<file path="src/rtl/bcd_to_bin_seq.sv">
// Sequential packed-BCD to binary converter: accepts a DIGITS-digit word, folds one
// digit per clock MSD-first (acc = acc*10 + digit), and hands the result out on a handshake.
module bcd_to_bin_seq #(
  parameter int DIGITS = 4,
  parameter int BIN_W  = 14
) (
  input  logic                  clk,
  input  logic                  rst_n,
  input  logic [4*DIGITS-1:0]   bcd_in,
  input  logic                  in_valid,
  output logic                  in_ready,
  output logic [BIN_W-1:0]      bin_out,
  output logic                  err,
  output logic                  out_valid,
  input  logic                  out_ready
);

  localparam int IN_W  = 4 * DIGITS;
  localparam int CNT_W = (DIGITS > 1) ? $clog2(DIGITS) : 1;
  localparam logic [CNT_W-1:0] LAST_CNT = CNT_W'(DIGITS - 1);

  typedef enum logic [1:0] {
    IDLE = 2'd0,
    CONV = 2'd1,
    DONE = 2'd2
  } state_t;

  state_t             state_reg, state_next;
  logic [IN_W-1:0]    shift_reg, shift_next;
  logic [BIN_W-1:0]   acc_reg,   acc_next;
  logic [CNT_W-1:0]   cnt_reg,   cnt_next;
  logic [BIN_W-1:0]   bin_reg,   bin_next;
  logic               err_reg,   err_next;

  logic [DIGITS-1:0]  nib_bad;
  logic               word_bad;
  logic [3:0]         top_nib;
  logic [BIN_W-1:0]   acc_step;

  // One comparator per nibble; any digit above 9 poisons the whole word.
  genvar gi;
  generate
    for (gi = 0; gi < DIGITS; gi++) begin : g_nib_chk
      assign nib_bad[gi] = (bcd_in[4*gi +: 4] > 4'd9);
    end
  endgenerate

  assign word_bad = |nib_bad;
  assign top_nib  = shift_reg[IN_W-1 -: 4];

  // acc*10 as shift-add, truncated to BIN_W; BIN_W is sized so it never overflows.
  assign acc_step = (acc_reg << 3) + (acc_reg << 1) + BIN_W'(top_nib);

  always_ff @(posedge clk or negedge rst_n) begin
    if (!rst_n) begin
      state_reg <= IDLE;
      shift_reg <= '0;
      acc_reg   <= '0;
      cnt_reg   <= '0;
      bin_reg   <= '0;
      err_reg   <= 1'b0;
    end else begin
      state_reg <= state_next;
      shift_reg <= shift_next;
      acc_reg   <= acc_next;
      cnt_reg   <= cnt_next;
      bin_reg   <= bin_next;
      err_reg   <= err_next;
    end
  end

  always_comb begin
    state_next = state_reg;
    shift_next = shift_reg;
    acc_next   = acc_reg;
    cnt_next   = cnt_reg;
    bin_next   = bin_reg;
    err_next   = err_reg;

    case (state_reg)
      IDLE: begin
        if (in_valid) begin
          shift_next = bcd_in;
          acc_next   = '0;
          cnt_next   = '0;
          if (word_bad) begin
            bin_next   = '0;
            err_next   = 1'b1;
            state_next = DONE;
          end else begin
            state_next = CONV;
          end
        end
      end

      CONV: begin
        acc_next   = acc_step;
        shift_next = shift_reg << 4;
        cnt_next   = cnt_reg + CNT_W'(1);
        // Result register only moves on the final digit, so partial sums never leak out.
        if (cnt_reg == LAST_CNT) begin
          bin_next   = acc_step;
          err_next   = 1'b0;
          cnt_next   = '0;
          state_next = DONE;
        end
      end

      DONE: begin
        if (out_ready) begin
          state_next = IDLE;
        end
      end

      default: begin
        state_next = IDLE;
      end
    endcase
  end

  assign in_ready  = (state_reg == IDLE);
  assign out_valid = (state_reg == DONE);
  assign bin_out   = bin_reg;
  assign err       = err_reg;

endmodule

</file>
<file path="config.mk">
export PLATFORM = sky130hd
export DESIGN_NAME = bcd_to_bin_seq
export DESIGN_NICKNAME = d
export VERILOG_FILES = /design/src/rtl/bcd_to_bin_seq.sv
export SDC_FILE = /design/constraint.sdc
export NUM_CORES = 1
export LEC_CHECK = 0
export CORE_UTILIZATION = 48
export CTS_CLUSTER_DIAMETER = 50
export DETAILED_ROUTE_END_ITERATION = 10
export PLACE_DENSITY = 0.71
export SETUP_SLACK_MARGIN = 0.2
export SYNTH_ARGS = -nofsm -noshare
export SYNTH_HDL_FRONTEND = slang
export SYNTH_SLANG_ARGS = --single-unit
</file>
<file path="constraint.sdc">
create_clock -name clk -period 3.4 [get_ports clk]
set_input_delay 0.68 -clock clk [delete_from_list [all_inputs] [get_ports clk]]
set_output_delay 0.68 -clock clk [all_outputs]
set_load 0.02 [all_outputs]
</file>
-- After elaboration in Yosys (flattened, before gate mapping)
Cells that the tools add are included.
- input port bits: 20
- output and inout port bits: 17
- logic and storage cells: 46
- register bits after elaboration: 48
- order comparisons: 4
- muxes and demuxes: 20
- add/sub/neg operators: 3
- equal/unequal tests: 7
- reduce and logical (&&, ||, !) cells: 6
- operator list (operator ; count):
    14-bit 2-to-1 mux ; 3
    16-bit one-hot mux with 2 select lines ; 1
    14-bit one-hot mux with 2 select lines ; 1
    13-bit one-hot mux with 2 select lines ; 1
    4-bit > comparator (second input constant) ; 4
    16-bit 2-to-1 mux ; 1
    14-bit adder ; 1
    14-bit by 4-bit adder with 14-bit output ; 1
    13-bit 2-to-1 mux ; 1
    2-bit 2-to-1 mux ; 6
    2-bit one-hot mux with 3 select lines ; 1
    2-bit equality test (second input constant) ; 2
    2-bit by 1-bit != test with 1-bit output (second input constant) ; 2
    2-bit != test (second input constant) ; 2
    2-bit one-hot mux with 2 select lines ; 1
    4-bit AND reduction ; 1
    4-bit OR reduction ; 1
    1-bit 2-to-1 mux ; 3
    3-bit AND reduction ; 1
    2-bit by 1-bit adder with 2-bit output (second input constant) ; 1
    2-bit by 1-bit equality test with 1-bit output (second input constant) ; 1
    2-bit zero test ; 1
    1-bit one-hot mux with 2 select lines ; 1
    2-bit AND reduction ; 1
    2-bit nonzero test ; 1

-- Logic depth before layout (Yosys ltp)
Gate-level depths: netlist of run 1.
- depth after elaboration: 5
- gate-level depth with buffers: 9
- gate-level depth less buffers: 9

-- Worst setup path after synthesis of run 1
Ideal clock, no wire load.
- path kind: register to register
- start point: reg shift_reg[15]
- end point: reg bin_reg[13], in the netlist bin_out[13]
- arrival: 2374 ps
- slack: 904 ps
- required time: 3278 ps
- period minus slack after synthesis: 2496 ps
- setup time: 122 ps
- buffers on the path: 0
- stages on the path, launching flop included: 10
- cells stage by stage: dfrtp_1 > inv_1 > fa_1 > inv_1 > ha_1 > a21o_1 > nand4_1 > a21oi_1 > or4_1 > a32o_1
- cells in the longest elaborated chain, start to end: 3
- ends and longest elaborated chain (what ; RTL line ; RTL):
    start, declared ; 29 ; logic [IN_W-1:0] shift_reg, shift_next;
    start signal, assigned ; 64 ; shift_reg <= shift_next;
    14-bit by 4-bit adder with 14-bit output ; 52 ; assign acc_step = (acc_reg << 3) + (acc_reg << 1) + BIN_W'(top_nib);
    14-bit 2-to-1 mux ; 101 ; if (cnt_reg == LAST_CNT) begin
    14-bit one-hot mux with 2 select lines ; 80 ; case (state_reg)
    end signal, assigned ; 67 ; bin_reg <= bin_next;
    end, declared ; 32 ; logic [BIN_W-1:0] bin_reg, bin_next;
Every way passes these cells. The select of a mux whose other input is x is not followed.
A chain may end at the register's enable or synchronous reset.

-- Worst setup path after layout of run 1
Same ends and word-level chain as after synthesis.

==> flow_summary.ini, run 1 <==
[critical_path]
path_class = reg -> reg
worst_path_most_repeated_cell = inv_1
critPathLaunchType = flop
crit_slowest_cell = fa_1
critPathTopFamily = adder cells
cp_max_fo = 4
critical-path-max-stage-delay_ns = 0.60
cp_cell_sequence = inv_1 > fa_1 > inv_1 > ha_1 > a21o_1 > nand4_1 > a21oi_1 > or4_1 > a32o_1
crit_buf_inv = 2
endpoint_kind = flop
crit_required_ns = 3.59
arrival_ns = 2.84

[pwr]
internal_power_mw = 1.06
seq_power_share = 0.481
power_density_nw_per_um2 = 472
sw_frac_of_total = 0.312
p_leak_nw = 1.55
clock_power_share = 0.265
p_comb_frac = 0.254
peakVddDrop_mv = 0.277
switching_power_mw = 0.482

[cts]
cts_sinks = 48
cts_max_level = 2
cts_hold_buf = 0
postCtsSetupRepairBufs = 0
clock_latency_ns = 0.30
clk_pin_slew_worst_paths_ns = 0.08
cts_tree = done
postCtsResizedCells = 0
cts_root_buffer = clkbuf_8
numCtsBuffers = 5
clock_path_buffers = 2

[detailed_routing]
vias = 2116
totalWireLength_mm = 5.57
drc = 0
drt.antenna.violating_nets = 0
drt-initial-drc-count = 64
wl_per_cell_um = 14.3
vias_per_cell = 5.43
dr.pass1.iters = 4

[finish]
largest_register_ffs = 16
n_antenna_cell = 0
nNetsFinal = 362
fillers = 494
area_delta_synth_final_pct = 19.2
instances_no_fill = 390
register_area_um2 = 1200
drive_above_1_share = 0.0629
multi_input_comb_area_um2 = 1440

[logic_synthesis]
synth_common_cells = dfrtp_1, nand2_1, o21ai_0
synth_cell_types = 44
synth-warning-count = 0
ys.flop_type = dfrtp_1
ys_ff_latch = 48
syn_area_um2 = 2740
synth_cells = 284
synth.most_common_cell = dfrtp_1
synth_area_leader_cell = dfrtp_1
syn_avg_cell_area_um2 = 9.66
synth-edff-count = 0
synth.area.top_cells = dfrtp_1, ha_1, o21ai_0
syn-num-nets = 329
synthDominantCellAreaShare = 0.438
yosysSeqAreaShare = 0.438
synth-async-reset-ratio = 1.00

[timing]
tightest_slew_ns = 1.06
fmaxAchievable_mhz = 377
setup_viol = 0
drv_slew = 0
period_needed_ns = 2.65
slew_headroom = 0.291
finalHoldViolCount = 0
fin_tns_setup_ns = 0
skew_ns = 0.00852
whs_ns = 0.478
rsz0062_at_grt = false
period_share = 0.780

[floorplanning]
die_w_um = 77.6
die_h_um = 77.6
start_util = 0.498
io_pins = 37
coreArea_um2 = 5510
die_area_um2 = 6020
std_cell_rows = 27

[global_route]
grt_usage = 0.207
grt_pass1_wl_mm = 9.89
grt_pass1_vias = 2146
antenna_found_initial = 0
grt_max_degree = 49
overflow = 0

[hold_path]
min_path_type = reg -> reg

[place]
dp.cells = 382
io_buffers = 36
gp_congestion = 0.800
dp_hpwl_mm = 4.10

[flow_run]
maxCapViolations = 0

[status]
status = finished clean
[stage by stage]
step	utilization	total power [mW]	area (um^2)	worst slack (ns)
2_1_floorplan	-	0.999	2740	0.904
6_report	0.594	1.54	3270	0.748
3_5_place_dp	0.574	1.15	3160	0.759
3_3_place_gp	0.574	1.14	3160	0.807
4_1_cts	0.594	1.56	3270	0.753
5_1_grt	0.594	1.64	3270	0.595
[worst reg2reg max path, cell delays in order, from the launching register on]
cell     delay, ns
dfrtp_1       0.35
inv_1         0.06
fa_1          0.60
inv_1         0.06
ha_1          0.28
a21o_1        0.19
nand4_1       0.15
a21oi_1       0.13
or4_1         0.48
a32o_1        0.25
[metal layers]
metal  global-route usage  vias up  part of all wire
met2                0.362       34              0.50
met1                0.260      999              0.46
met4               0.0642        0             0.015
met5                    0        -                 0
li1                     -     1074                 -
met3               0.0365        9             0.020
[placed cells by master, fill, tap and decap left out, drive strengths merged, types with 8 or more instances in the layout]
master	count
a21o	8
a21oi	13
clkdlybuf4s50	35
dfrtp	48
ha	23
inv	11
mux2i	13
nand2	45
nand3	9
o21ai	38
[cell type report]
class,count,area share
Inverter,11,0.0126
Sequential cell,48,0.368
Timing Repair Buffer,41,0.120
Clock buffer,6,0.0222
Clock inverter,2,0.0107
Multi-Input combinational cell,210,0.439
Tap cell,72,0.0276
[power by group through the flow]
| stage | sequential, mW | clock [mW] | combinational [mW] |
|---|---|---|---|
| after floorplan | 0.736 | 0 | 0.263 |
| after global routing | 0.757 | 0.435 | 0.451 |
| final | 0.743 | 0.409 | 0.391 |
| after global placement | 0.752 | 0 | 0.384 |
| after detailed placement | 0.754 | 0 | 0.396 |
| after CTS | 0.745 | 0.417 | 0.396 |
[final timing paths]
path | from | cells past startpoint | end | slack [ns]
hold reg to reg | bin_out[10]$_DFFE_PN0P_ | 2 | bin_out[10]$_DFFE_PN0P_ | 0.48
max in group asynchronous | rst_n | 1 | acc_reg[4]$_DFFE_PN0P_ | 2.18
hold / removal | bin_out[10]$_DFFE_PN0P_ | 2 | bin_out[10]$_DFFE_PN0P_ | 0.48
setup / recovery | shift_reg[15]$_DFFE_PN0P_ | 9 | bin_out[13]$_DFFE_PN0P_ | 0.75
setup reg to reg | shift_reg[15]$_DFFE_PN0P_ | 9 | bin_out[13]$_DFFE_PN0P_ | 0.75
min in group asynchronous | rst_n | 1 | bin_out[0]$_DFFE_PN0P_ | 0.57
[logic make-up (layout without fill, tap and decap cells)]
kind of cell,count (synthesis),after routing,synth area share
multiplexers,13,13,0.0474
AND/OR/NAND/NOR,83,83,0.141
adder cells (fa/ha/maj),25,25,0.120
AO/OA/AOI/OAI,84,84,0.194
flip-flops,48,48,0.438
XOR/XNOR,5,5,0.0160
buffers and inverters,26,60,0.0433
Power figures use the tool's default switching activity.
==> run 2, diff against run 1 <==
==> constraint.sdc (replaced) <==
create_clock -name clk -period 2.6 [get_ports clk]
set_input_delay 0.52 -clock clk [delete_from_list [all_inputs] [get_ports clk]]
set_output_delay 0.52 -clock clk [all_outputs]
set_load 0.02 [all_outputs]
==> run 2 against run 1 <==
  * Non-clock buffer count grew 19
  * Maximum frequency grew 3.9%
  * Sequential power grew 31%
  * Largest cell class unchanged
  * Hold slack lost 0.17 ns
  * Die area is the same
  * Cell count grew 4.9%
  * Total power grew 30%
  * Clock power grew 13%
  * Wire length grew 10%
  * Combinational power grew 46%
  * Critical path depth is the same
  * Largest power group unchanged
==> flow_summary.ini, run 2 (synthesis results as in run 1) <==
[status]
status = finished clean

[place]
io_buffers = 36
gp_congestion = 0.834
dp_hpwl_mm = 4.15

[floorplanning]
die_area_um2 = 6020
io_pins = 37
die_h_um = 77.6
coreArea_um2 = 5510
std_cell_rows = 27
start_util = 0.498
die_w_um = 77.6

[detailed_routing]
drt-initial-drc-count = 95
vias = 2281
totalWireLength_mm = 6.14
drt.antenna.violating_nets = 0
drc = 0
dr.pass1.iters = 4
vias_per_cell = 5.58
wl_per_cell_um = 15.0

[cts]
cts_root_buffer = clkbuf_8
clock_latency_ns = 0.30
clk_pin_slew_worst_paths_ns = 0.08
clock_path_buffers = 2
numCtsBuffers = 5
cts_tree = done
cts_hold_buf = 0
cts_max_level = 2
cts_sinks = 48

[critical_path]
critical-path-max-stage-delay_ns = 0.57
endpoint_kind = flop
critPathTopFamily = adder cells
cp_max_fo = 2
cp_cell_sequence = inv_2 > fa_1 > inv_1 > ha_1 > a21o_1 > nand4_1 > a21oi_2 > or4_1 > a32o_1
crit_slowest_cell = fa_1
crit_buf_inv = 2
critPathLaunchType = flop
r2r_start = shift_reg[15]$_DFFE_PN0P_
arrival_ns = 2.75
crit_required_ns = 2.79
cp-startpoint = shift_reg[15]$_DFFE_PN0P_
path_class = reg -> reg

[pwr]
internal_power_mw = 1.36
p_leak_nw = 1.66
peakVddDrop_mv = 0.337
seq_power_share = 0.485
p_comb_frac = 0.285
clock_power_share = 0.230
power_density_nw_per_um2 = 572
switching_power_mw = 0.653
sw_frac_of_total = 0.325

[timing]
finalHoldViolCount = 0
slew_headroom = 0.591
tightest_slew_ns = 0.614
rsz0062_at_grt = true
fin_tns_setup_ns = 0
fmaxAchievable_mhz = 392
period_share = 0.982
setup_viol = 0
period_needed_ns = 2.55
skew_ns = 0.00524
drv_slew = 0

[global_route]
grt_usage = 0.214
antenna_found_initial = 0
grt_pass1_wl_mm = 10.1
overflow = 0
grt_pass1_vias = 2265
grt_max_degree = 49

[finish]
largest_register_ffs = 16
final_common_cell = dfrtp_1
drive_above_1_share = 0.175
area_delta_synth_final_pct = 28.1
fillers = 453
nNetsFinal = 381
fin_util = 0.638
final_cell_mix = dfrtp_1, nand2_1, clkdlybuf4s50_1, o21ai_0, ha_1
n_antenna_cell = 0

[hold_path]
min_path_type = in -> async

[flow_run]
maxCapViolations = 0
==> run 2: cell types whose count changed in the layout (fill, tap and decap cells not counted), sizes merged <==
cell / change
buf: +19
bufinv: -1
clkbuf: +1
clkinv: -1
clkinvlp: +1
==> run 2: repair_timing <==
action                                 CTS  global route
buffers inserted                         6             6
pin swaps                                6            10
endpoints found under the hold margin    0             0
gates resized for setup                 12            18
setup endpoints to repair               10            13
==> run 2: final timing paths <==
kind                                           end  slack (ns)  depth (start not counted)
min                         bin_out[0]$_DFFE_PN0P_        0.31                          2
max reg2reg                bin_out[13]$_DFFE_PN0P_        0.05                          9
max                        bin_out[13]$_DFFE_PN0P_        0.05                          9
max in group asynchronous   bin_out[9]$_DFFE_PN0P_        1.88                          2
min reg2reg                 bin_out[2]$_DFFE_PN0P_        0.49                          2
min in group clk            bin_out[2]$_DFFE_PN0P_        0.49                          2
==> run 2: power by group through the flow <==
stage          combinational [mW]  sequential, mW  clock [mW]
2_1_floorplan               0.343           0.963           0
3_3_place_gp                0.505           0.984           0
3_5_place_dp                0.519           0.985           0
4_1_cts                     0.553           0.974       0.477
5_1_grt                     0.645           0.991       0.505
6_report                    0.571           0.975       0.462
==> run 2: per-layer routing <==
layer	routed length (um)	GRT usage	vias up
met5	0	0	-
met4	101	0.0868	0
met3	159	0.0388	12
met2	3160	0.363	47
met1	2710	0.267	1109
li1	-	-	1113
==> run 2: area by class of cell <==
type / instances / area [um^2] / area share
Clock inverter: 1 / 7.51 / 0.00214
Inverter: 11 / 41.3 / 0.0118
Timing Repair Buffer: 60 / 543 / 0.155
Tap cell: 72 / 90.1 / 0.0257
Multi-Input combinational cell: 210 / 1540 / 0.439
Sequential cell: 48 / 1200 / 0.342
Clock buffer: 7 / 86.3 / 0.0246
==> run 2: per-stage QoR <==
step | power, mW | area, um^2 | setup WS, ns | std cells | hold slack [ns]
2_1_floorplan | 1.31 | 2740 | 0.107 | 284 | 0.224
3_3_place_gp | 1.49 | 3210 | 0.0970 | 389 | 0.461
3_5_place_dp | 1.50 | 3210 | 0.0155 | 389 | 0.466
4_1_cts | 2.00 | 3390 | 0.0822 | 403 | 0.327
5_1_grt | 2.14 | 3510 | -0.0104 | 409 | 0.355
6_report | 2.01 | 3510 | 0.0467 | 409 | 0.312
==> run 2: worst reg2reg max path: stages (launching register included) <==
cell     delay [ns]
dfrtp_1        0.36
inv_2          0.04
fa_1           0.57
inv_1          0.05
ha_1           0.29
a21o_1         0.17
nand4_1        0.14
a21oi_2        0.07
or4_1          0.48
a32o_1         0.27
==> run 3, diff against run 2 <==
--- a/config.mk
+++ b/config.mk
@@ -8,7 +8,7 @@
 export CORE_UTILIZATION = 48
 export CTS_CLUSTER_DIAMETER = 50
 export DETAILED_ROUTE_END_ITERATION = 10
-export PLACE_DENSITY = 0.71
+export DONT_BUFFER_PORTS = 1
 export SETUP_SLACK_MARGIN = 0.2
 export SYNTH_ARGS = -nofsm -noshare
 export SYNTH_HDL_FRONTEND = slang
==> run 3 against run 2 <==
  * Via count fell by 8.2%
  * Global-route usage about the same
  * Largest power group unchanged
  * Wire length shrank 2.2%
  * Combinational power fell by 17%
==> flow_summary.ini, run 3 (synthesis results as in run 1) <==
[finish]
nNetsFinal = 339
final_common_cell = dfrtp_1
final_cell_mix = dfrtp_1, nand2_1, o21ai_0, ha_1, buf_4
instances_no_fill = 367
drive_above_1_share = 0.180
largest_register_ffs = 16
n_antenna_cell = 0
area_delta_synth_final_pct = 15.1

[cts]
cts_root_buffer = clkbuf_8
numCtsBuffers = 5
cts_max_level = 2
cts_tree = done
cts_sinks = 48
clk_pin_slew_worst_paths_ns = 0.09
clock_path_buffers = 2
clock_latency_ns = 0.30

[detailed_routing]
drt-initial-drc-count = 82
vias = 2093
totalWireLength_mm = 6.00
drt.antenna.violating_nets = 0
vias_per_cell = 5.70
drc = 0
wl_per_cell_um = 16.4
dr.pass1.iters = 4

[critical_path]
r2r_cells = 9
critPathLaunchType = flop
path_class = reg -> reg
endpoint_kind = flop
r2r_start = shift_reg[15]$_DFFE_PN0P_
crit_slowest_cell = fa_1
r2r_slack_ns = 0.11
crit_buf_inv = 2
critical-path-max-stage-delay_ns = 0.55
cp-startpoint = shift_reg[15]$_DFFE_PN0P_
cp.depth = 9
cp_cell_sequence = inv_2 > fa_1 > inv_1 > ha_1 > a21o_1 > nand4_1 > a21oi_2 > or4_1 > a32o_1
crit_required_ns = 2.80
arrival_ns = 2.69
critPathTopFamily = adder cells
cp_max_fo = 2

[floorplanning]
io_pins = 37
die_area_um2 = 6020
coreArea_um2 = 5510
die_w_um = 77.6
die_h_um = 77.6
std_cell_rows = 27
start_util = 0.498

[pwr]
sw_frac_of_total = 0.313
switching_power_mw = 0.647
total_power_mw = 2.07
seq_power_share = 0.480
p_comb_frac = 0.230
clock_power_share = 0.290
power_density_nw_per_um2 = 654
p_leak_nw = 1.53
internal_power_mw = 1.42
peakVddDrop_mv = 0.325

[timing]
finalHoldViolCount = 0
fmaxAchievable_mhz = 402
slew_headroom = 0.723
period_share = 0.958
whs_ns = 0.0562
skew_ns = 0.00686
tightest_slew_ns = 0.416
rsz0062_at_grt = true
period_needed_ns = 2.49
setup_viol = 0
drv_slew = 0

[global_route]
grt_pass1_wl_mm = 9.94
grt_pass1_vias = 2064
antenna_found_initial = 0
grt_usage = 0.214
overflow = 0
grt_max_degree = 49

[place]
dp.cells = 350
io_buffers = 0
dp_hpwl_mm = 4.08
gp_congestion = 0.831

[hold_path]
min_path_type = in -> async

[status]
status = finished clean

[flow_run]
maxCapViolations = 0
==> run 3: power by group through the flow <==
stage          Combinational [mW]  Sequential (mW)  Clock (mW)
5_1_grt                     0.552             1.01       0.627
3_3_place_gp                0.406             1.00           0
2_1_floorplan               0.343            0.963           0
6_report                    0.475            0.992       0.599
3_5_place_dp                0.416             1.01           0
4_1_cts                     0.464            0.993       0.609
==> run 3: worst paths after layout <==
check,endpoint
worst min register to register,shift_reg[10]$_DFFE_PN0P_
worst min-delay path,bin_out[13]$_DFFE_PN0P_
worst max-delay path,bin_out[13]$_DFFE_PN0P_
min in group clk,state_reg[1]$_DFFE_PN0P_
max in group asynchronous,bin_out[12]$_DFFE_PN0P_
worst max register to register,bin_out[13]$_DFFE_PN0P_
==> run 3: timing repair <==
action / CTS / global route
setup buffers: 4 / 4
pin swaps: 9 / 6
endpoints found under the setup margin: 9 / 12
hold buffers: 1 / 0
gates cloned: 0 / 0
endpoints found under the hold margin: 48 / 0
resized for setup: 13 / 16
==> run 3: layer usage <==
metal  vias up  routed length (um)  track usage
li1       1030                   -            -
met1      1014                2770        0.284
met2        42                2990        0.354
met3         7                 171       0.0412
met4         0                  69       0.0623
met5         -                   0            0
==> run 3: metrics by stage <==
step                      worst slack, ns  instance area (um^2)  setup TNS (ns)  utilization
after floorplan                     0.107                  2740               0            -
after global placement             0.0681                  2840               0        0.515
after detailed placement           0.0428                  2840               0        0.515
after CTS                           0.112                  3060               0        0.555
after global routing              -0.0530                  3160          -0.221        0.574
final                               0.110                  3160               0        0.574
==> run 3: layout make-up <==
type	instances	area, um^2
Clock inverter	1	30.0
Fill cell	494	2350
Tap cell	72	90.1
Multi-Input combinational cell	210	1540
Sequential cell	48	1200
Inverter	11	41.3
Timing Repair Buffer	18	159
Clock buffer	7	96.3
==> run 3: worst register-to-register path, cell delays in order, from the launching register on <==
cell and delay (ns):
dfrtp_1 0.37, inv_2 0.04, fa_1 0.56, inv_1 0.05, ha_1 0.28, a21o_1 0.17
nand4_1 0.13, a21oi_2 0.08, or4_1 0.46, a32o_1 0.25
